$ cat src/rtl/bullet_pkg.sv
// Shared types and default geometry for the bullet sprite.
package bullet_pkg;

  typedef enum logic {
    IDLE,
    MOVING
  } state_e;

  localparam int unsigned DefBulletW = 2;
  localparam int unsigned DefBulletH = 8;
  localparam logic [3:0]  DefColor   = 4'hF;

endpackage

$ cat src/rtl/bullet_hit.sv
// Signed half-open range test: hit = pos in [lo, lo + SIZE).
module bullet_hit #(
  parameter int unsigned SIZE = 2
) (
  input  logic signed [15:0] pos,
  input  logic signed [15:0] lo,
  output logic               hit
);

  // One extra bit keeps lo + SIZE from wrapping near the top of the signed range.
  logic signed [16:0] pos_ext;
  logic signed [16:0] lo_ext;
  logic signed [16:0] hi_ext;

  assign pos_ext = {pos[15], pos};
  assign lo_ext  = {lo[15], lo};
  assign hi_ext  = lo_ext + $signed(17'(SIZE));
  assign hit     = (pos_ext >= lo_ext) && (pos_ext < hi_ext);

endmodule

$ cat src/rtl/bullet_unit.sv
// Single-bullet sprite: launch from the ship, climb each frame, retire off the top.
// Define BULLET_AUTOFIRE_EN to treat a held fire level as a request; otherwise a frame-sampled rising edge is needed.
module bullet_unit
  import bullet_pkg::*;
#(
  parameter int unsigned BULLET_W = DefBulletW,
  parameter int unsigned BULLET_H = DefBulletH,
  parameter logic [3:0]  COLOR    = DefColor
) (
  input  logic               clk,
  input  logic               rst,
  input  logic               fire,
  input  logic               frame,
  input  logic               screen_line,
  input  logic        [7:0]  speed,
  input  logic signed [15:0] screen_x,
  input  logic signed [15:0] screen_y,
  input  logic signed [15:0] spaceship_x,
  input  logic signed [15:0] spaceship_y,
  output logic               drawing,
  output logic        [3:0]  pixel
);

  state_e             state_q, state_d;
  logic signed [15:0] bullet_x_q, bullet_x_d;
  logic signed [15:0] bullet_y_q, bullet_y_d;
  logic               row_hit_q;
  logic               drawing_q;
  logic               fire_valid;
  logic               row_in, col_in;

  logic signed [15:0] y_moved;
  logic signed [15:0] y_bottom;
  logic signed [15:0] launch_y;
  logic               retire;

  assign y_moved  = bullet_y_q - $signed({8'h00, speed});
  assign y_bottom = y_moved + $signed(16'(BULLET_H));
  assign retire   = (y_bottom <= 16'sd0);
  assign launch_y = spaceship_y - $signed(16'(BULLET_H));

`ifdef BULLET_AUTOFIRE_EN
  assign fire_valid = fire;
`else
  logic fire_prev_q;

  assign fire_valid = fire & ~fire_prev_q;

  // History advances on every frame strobe, so a level held across retirement never re-arms.
  always_ff @(posedge clk) begin
    if (rst) begin
      fire_prev_q <= 1'b0;
    end else if (frame) begin
      fire_prev_q <= fire;
    end
  end
`endif

  always_comb begin
    state_d    = state_q;
    bullet_x_d = bullet_x_q;
    bullet_y_d = bullet_y_q;
    if (frame) begin
      unique case (state_q)
        IDLE: begin
          if (fire_valid) begin
            bullet_x_d = spaceship_x;
            bullet_y_d = launch_y;
            state_d    = MOVING;
          end
        end
        MOVING: begin
          bullet_y_d = y_moved;
          if (retire) begin
            state_d = IDLE;
          end
        end
        default: state_d = IDLE;
      endcase
    end
  end

  always_ff @(posedge clk) begin
    if (rst) begin
      state_q    <= IDLE;
      bullet_x_q <= '0;
      bullet_y_q <= '0;
    end else begin
      state_q    <= state_d;
      bullet_x_q <= bullet_x_d;
      bullet_y_q <= bullet_y_d;
    end
  end

  bullet_hit #(
    .SIZE(BULLET_H)
  ) u_row_hit (
    .pos(screen_y),
    .lo (bullet_y_q),
    .hit(row_in)
  );

  bullet_hit #(
    .SIZE(BULLET_W)
  ) u_col_hit (
    .pos(screen_x),
    .lo (bullet_x_q),
    .hit(col_in)
  );

  always_ff @(posedge clk) begin
    if (rst) begin
      row_hit_q <= 1'b0;
      drawing_q <= 1'b0;
    end else begin
      if (screen_line) begin
        row_hit_q <= (state_q == MOVING) && row_in;
      end
      drawing_q <= row_hit_q && col_in;
    end
  end

  assign drawing = drawing_q;
  assign pixel   = drawing_q ? COLOR : 4'h0;

endmodule

$ cat config.mk
export PLATFORM = sky130hd
export DESIGN_NAME = bullet_unit
export DESIGN_NICKNAME = d
export VERILOG_FILES = /design/src/rtl/bullet_pkg.sv /design/src/rtl/bullet_hit.sv /design/src/rtl/bullet_unit.sv
export SDC_FILE = /design/constraint.sdc
export NUM_CORES = 1
export LEC_CHECK = 0
export CORE_AREA = 8 8 99 101
export CTS_CLUSTER_DIAMETER = 40
export DETAILED_ROUTE_END_ITERATION = 7
export DIE_AREA = 0 0 107 109
export PLACE_DENSITY = 0.83
export SYNTH_ARGS = -nofsm -noshare
export SYNTH_HDL_FRONTEND = slang
export SYNTH_SLANG_ARGS = --single-unit
$ cat constraint.sdc
create_clock -name clk -period 4.09 [get_ports clk]
set_input_delay 0.6135 -clock clk [delete_from_list [all_inputs] [get_ports clk]]
set_output_delay 0.6135 -clock clk [all_outputs]
set_load 0.05 [all_outputs]
# Yosys cells after proc, flatten, opt, wreduce, memory -nomap -nowiden
# Index checks and enable logic that the tools add are counted.
# totals
register_bits	36
output_inout_bits	5
input_bits	77
word_cells	32
# op_classes
addsub	5
bitwise	3
n_reduce_logical	6
muxes	6
eq_ne	1
magnitude_cmp	5
# ops
operator	count
$lt 16x17->1	2
$ge 16x16->1	2
$pmux 16 s2	1
$add 16x3->17 const B	1
$add 16x5->17 const B	1
$add 16x5->16 const B	1
$le 16x1->1 const B	1
$mux 16	1
$sub 16x5->16 const B	1
$sub 16x9->16	1
$logic_and 1x1->1	4
$mux 4	1
$reduce_and 3->1	1
$mux 1	2
$ne 2x2->1 const B	1
$not 1->1	2
$pmux 1 s2	1
$reduce_and 2->1	1
$and 1x1->1	1

# Depth between registers and ports, before layout
# logic_depth
word_depth	5
mapped_depth	13
ltp_nobuf	13

# Hierarchy
# Synthesis repeated with hierarchy kept, for this count alone.
# hier_totals
hier_cells	597
area_unflattened_um2	4603.2
# by_module_without_submodules
module	seq_area_each_um2	n_inst	area_each_um2	cells_per_inst
bullet_unit	720.7	1	2617.5	343
bullet_hit (u_col_hit)	0.0	1	1036.0	128
bullet_hit (u_row_hit)	0.0	1	949.7	126

# Worst setup path after synthesis
# No wires, ideal clock.
# synth_path
path_kind	input -> register
start	input speed[0]
end	register state_q
setup_slack_ns	0.782
t_required_ns	3.966
t_arrival_ns	3.184
setup_time_ns	0.124
path_stages	11
n_path_buf	0
cell_sequence	ha_1 > fa_1 > nor2b_1 > o2111ai_1 > and4b_1 > o22ai_1 > and4_1 > nand2_1 > or4b_2 > a32oi_1 > a21oi_1
# synth_between
elab_chain_len	5
# synth_lines
element	line_no	rtl
start, declared	bullet_unit.sv:15	input logic [7:0] speed,
$sub 16x9->16	bullet_unit.sv:37	assign y_moved = bullet_y_q - $signed({8'h00, speed});
$add 16x5->16	bullet_unit.sv:38	assign y_bottom = y_moved + $signed(16'(BULLET_H));
$le 16x1->1	bullet_unit.sv:39	assign retire = (y_bottom <= 16'sd0);
$mux 1	bullet_unit.sv:74	if (retire) begin
$pmux 1 s2	bullet_unit.sv:64	unique case (state_q)
end signal, assigned	bullet_unit.sv:89	state_q <= state_d;
end, declared	bullet_unit.sv:24	state_e state_q, state_d;
# Every way passes these cells.
# A chain may end at the register's enable or synchronous reset.

# Final worst setup path
# Same ends and word-level chain as after synthesis.

==> results by stage <==
Outcome:
- The run finished with clean final reports.

Synthesis:
- The commonest register cell after synthesis is dfxtp_1.
- The portion of synthesized area spent on multiplexers is 0.919%.
- The mapped netlist covers 4360 sq um.
- The register bit total from synthesis is 36.
- The simple-gate share of the synthesized area is 23.1%.
- The proportion of synthesized chip area in sequential cells is 16.5%.
- The fraction of the mapped netlist area in adder cells is 21.7%.
- The number of instances in the synthesized netlist is 578.
- In the synthesized netlist the async set-or-reset flop fraction comes to 0%.
- The warning count from the yosys run is 0.
- The fraction of the mapped netlist area in compound gates is 21.3%.
- The post-synthesis cell type count is 57.
- In this run, synthesis inferred 0 flip-flops with an integrated enable.
- A synthesized cell averages 7.54 sq um.
- The net count after synthesis is 730.
- The post-synthesis xor/xnor area fraction is 9.82%.
- After synthesis, the largest family of logic cells by area is simple AND/OR/NAND/NOR gates.

STA:
- The total setup violations reported at the end of the flow is 0.
- The post-route fraction of the period consumed by the critical path is 91.8%.
- The routed design could run at a clock period as short as 3760 ps.
- The final total negative setup slack is 0 ps.
- The worst setup slack after layout is 335 ps.
- The count of final hold-check violations was 0.
- Static timing analysis puts the maximum clock frequency at 0.266 GHz.
- The maximum clock skew at final layout is 13.5 ps.
- Measured against its own limit, the worst slew margin works out to 29.4%.
- Setup repair after global routing left no endpoint under its margin.
- The count of pins over their slew limit is 0.
- For the pin with the worst max-slew slack, the measured transition is 1060 ps.

Floorplan:
- The core region is 8380 sq um.
- In this run the vertical extent of the chip is 109 microns.
- The area of the die is 11700 sq um.
- The floorplan has 34 rows.
- The effective utilization at floorplan is 52.0%.
- The width of the die is 107 microns.
- In this run the count of I/O pins placed on the die edge is 82.

Routing:
- The first detailed-routing pass took 4 iterations.
- The final antenna-violating net count is 0.
- The aggregate routed wire length is 11.7 mm.
- The number of vias in the routed layout is 4321.
- After detailed routing, the number of vias per cell comes to 5.73.
- The average routed wire per standard cell is 15.5 microns.
- For this run, design rule violations remaining after detail routing come to 0.
- The detailed router's first-iteration violation count is 254.

Clock tree:
- The root buffer cell is clkbuf_8.
- The register clock-pin slew on the reported worst setup and hold paths is 90 ps.
- The hold buffer count at cts is 0.
- The number of buffers inserted during clock tree synthesis is 5.
- The number of buffers on the longest clock path is 2.
- The later-pin clock latency in the skew report is 300 ps.
- The deepest level of the CTS H-tree is 2.
- The number of buffers inserted to repair setup after CTS is 0.
- The post-CTS resize count is 0.
- TritonCTS built the clock tree.
- CTS saw 36 sinks.

Setup path:
- The endpoint of the worst-slack reg-to-reg timing path is state_q.
- Of all nets on the critical path, the largest fanout is 4.
- The worst register-to-register path begins at bullet_y_q[0].
- The worst setup path is captured at a flip-flop.
- The worst setup slack for register-to-register paths is 630 ps.
- STA classifies the critical path startpoint as an input pin.
- The critical path start-end classification is in2reg.
- At the worst endpoint, the required time is 4280 ps.
- The worst reg2reg path depth is 12.
- Data on the critical path arrives at its endpoint at 3940 ps.
- The critical path starts at speed[0].

Hold path:
- The worst hold path begins at bullet_x_q[9].
- The worst hold path passes through 2 cells.
- The type of the most critical hold path is reg2reg.
- The path with the worst hold slack has its endpoint at bullet_x_q[9].

Cells and area:
- The fraction of layout cells with a size suffix above 1 is 3.10%.
- The layout net count is 797.
- The antenna diode count is 0.
- The area added between synthesis and finish is 22.1%.

Global route:
- The global routing usage summed across all routing layers is 19.7%.
- Summed over all layers, the global routing overflow is 0.
- The initial antenna violation count was 0.
- The first-pass GRT wire length is 19.2 mm.
- The via count of the first global-routing pass is 4278.
- Entering global routing, the biggest net connects 34 pins.

Power:
- Summed over all cells, the static leakage comes to 2.09 nW.
- Power spread over the standard cell area amounts to 236 nW/um^2.
- The worst IR drop on VDD is 0.135 mV.

Run:
- The max-capacitance violation count is 0.

Placement:
- The number of input and output port buffers inserted is 81.
- Prior to clock tree synthesis, the placed netlist has a worst setup slack of 61.7 ps.
- The routability-driven placement congestion ratio is 0.857.
- The post-DP HPWL is 9.78 mm.
worst max-delay path by stage:
stage	endpoint	slack, ps	cells after the start
floorplan	state_q	780	11
global placement	state_q	200	12
detailed placement	state_q	60	12
CTS	state_q	370	12
global route	state_q	170	13
finish	state_q	330	12
kinds of logic after synthesis:
group / after synthesis
buffers and inverters: 73
xor gates and xnor gates: 48
and+or+nand+nor: 200
DFF: 36
adders and majority gates: 75
muxes: 4
AOI/OAI and AO/OA: 142
cell usage after synthesis (16+ instances only):
library cell	n	area (sq um)
inv_1	49	184
nand3_1	19	95.1
dfxtp_1	36	721
xnor2_1	38	333
nor3_1	16	80.1
a211oi_1	16	120
a21o_1	19	143
nor2_1	49	184
nand2_1	52	195
ha_1	74	926
a21oi_1	51	255
clkbuf_1	18	67.6
cell usage in the layout, fill, tap and decap left out, types with 4 or more instances in the layout:
master and instances:
clkdlybuf4s50_1 81, ha_1 74, nand2_1 52, a21oi_1 51, inv_1 49, nor2_1 49, xnor2_1 38, dfxtp_1 36
nand3_1 19, a21o_1 19, nor3_1 16, a211oi_1 16, o21ai_0 15, nor2b_1 14, nand4_1 10, o21a_1 9
xor2_1 9, nor4_1 8, or3_1 6, clkbuf_8 6, nand2b_1 5, o2111ai_1 4, mux2i_1 4
state kept, by name, summed over array words and instances, names as in the netlist:
name,cells
fire_prev_q,1
bullet_y_q,16
bullet_x_q,16
state_q,1
row_hit_q,1
drawing,1
metrics by stage:
stage | hold slack [ps] | total power, mW | cell area (sq um) | util, % | std cells
finish | 463 | 1.25 | 5320 | 63.5 | 754
floorplan | 436 | 0.788 | 4360 | - | 578
global route | 493 | 1.34 | 5320 | 63.5 | 754
CTS | 465 | 1.25 | 5320 | 63.5 | 754
global placement | 446 | 0.952 | 5220 | 62.3 | 746
detailed placement | 454 | 0.972 | 5220 | 62.3 | 746
where the power goes:
part | internal [mW] | total, mW | leakage, nW | switching (mW)
Sequential | 0.372 | 0.402 | 0.294 | 0.0299
Clock | 0.138 | 0.281 | 0.0516 | 0.143
Combinational | 0.274 | 0.571 | 1.74 | 0.297
layout make-up:
cell class	count	area, sq um
clock inverter	2	13.8
multi-input combinational	469	3350
inverter	49	184
fill	728	3060
sequential	36	721
tap	108	135
timing repair buffer	84	833
clock buffer	6	82.6
routing by layer:
layer / track usage (%) / wire [microns] / share of wire (%) / vias up
met3: 3.19 / 632 / 5.4 / 22
met4: 7.04 / 238 / 2.0 / 0
met2: 34.0 / 5400 / 46 / 133
li1: - / - / - / 2195
met5: 0 / 0 / 0 / -
met1: 24.3 / 5440 / 46 / 1971
critical path, cell delays in order:
cell and delay [ps]:
clkdlybuf4s50_1 410, ha_1 230, fa_1 410, nor2b_1 270
o2111ai_1 160, and4b_1 240, o22ai_1 280, and4_1 290
nand2_1 100, or4b_2 630, a32oi_1 230, a21oi_1 90
No activity file was read; power rests on OpenSTA's default activity.
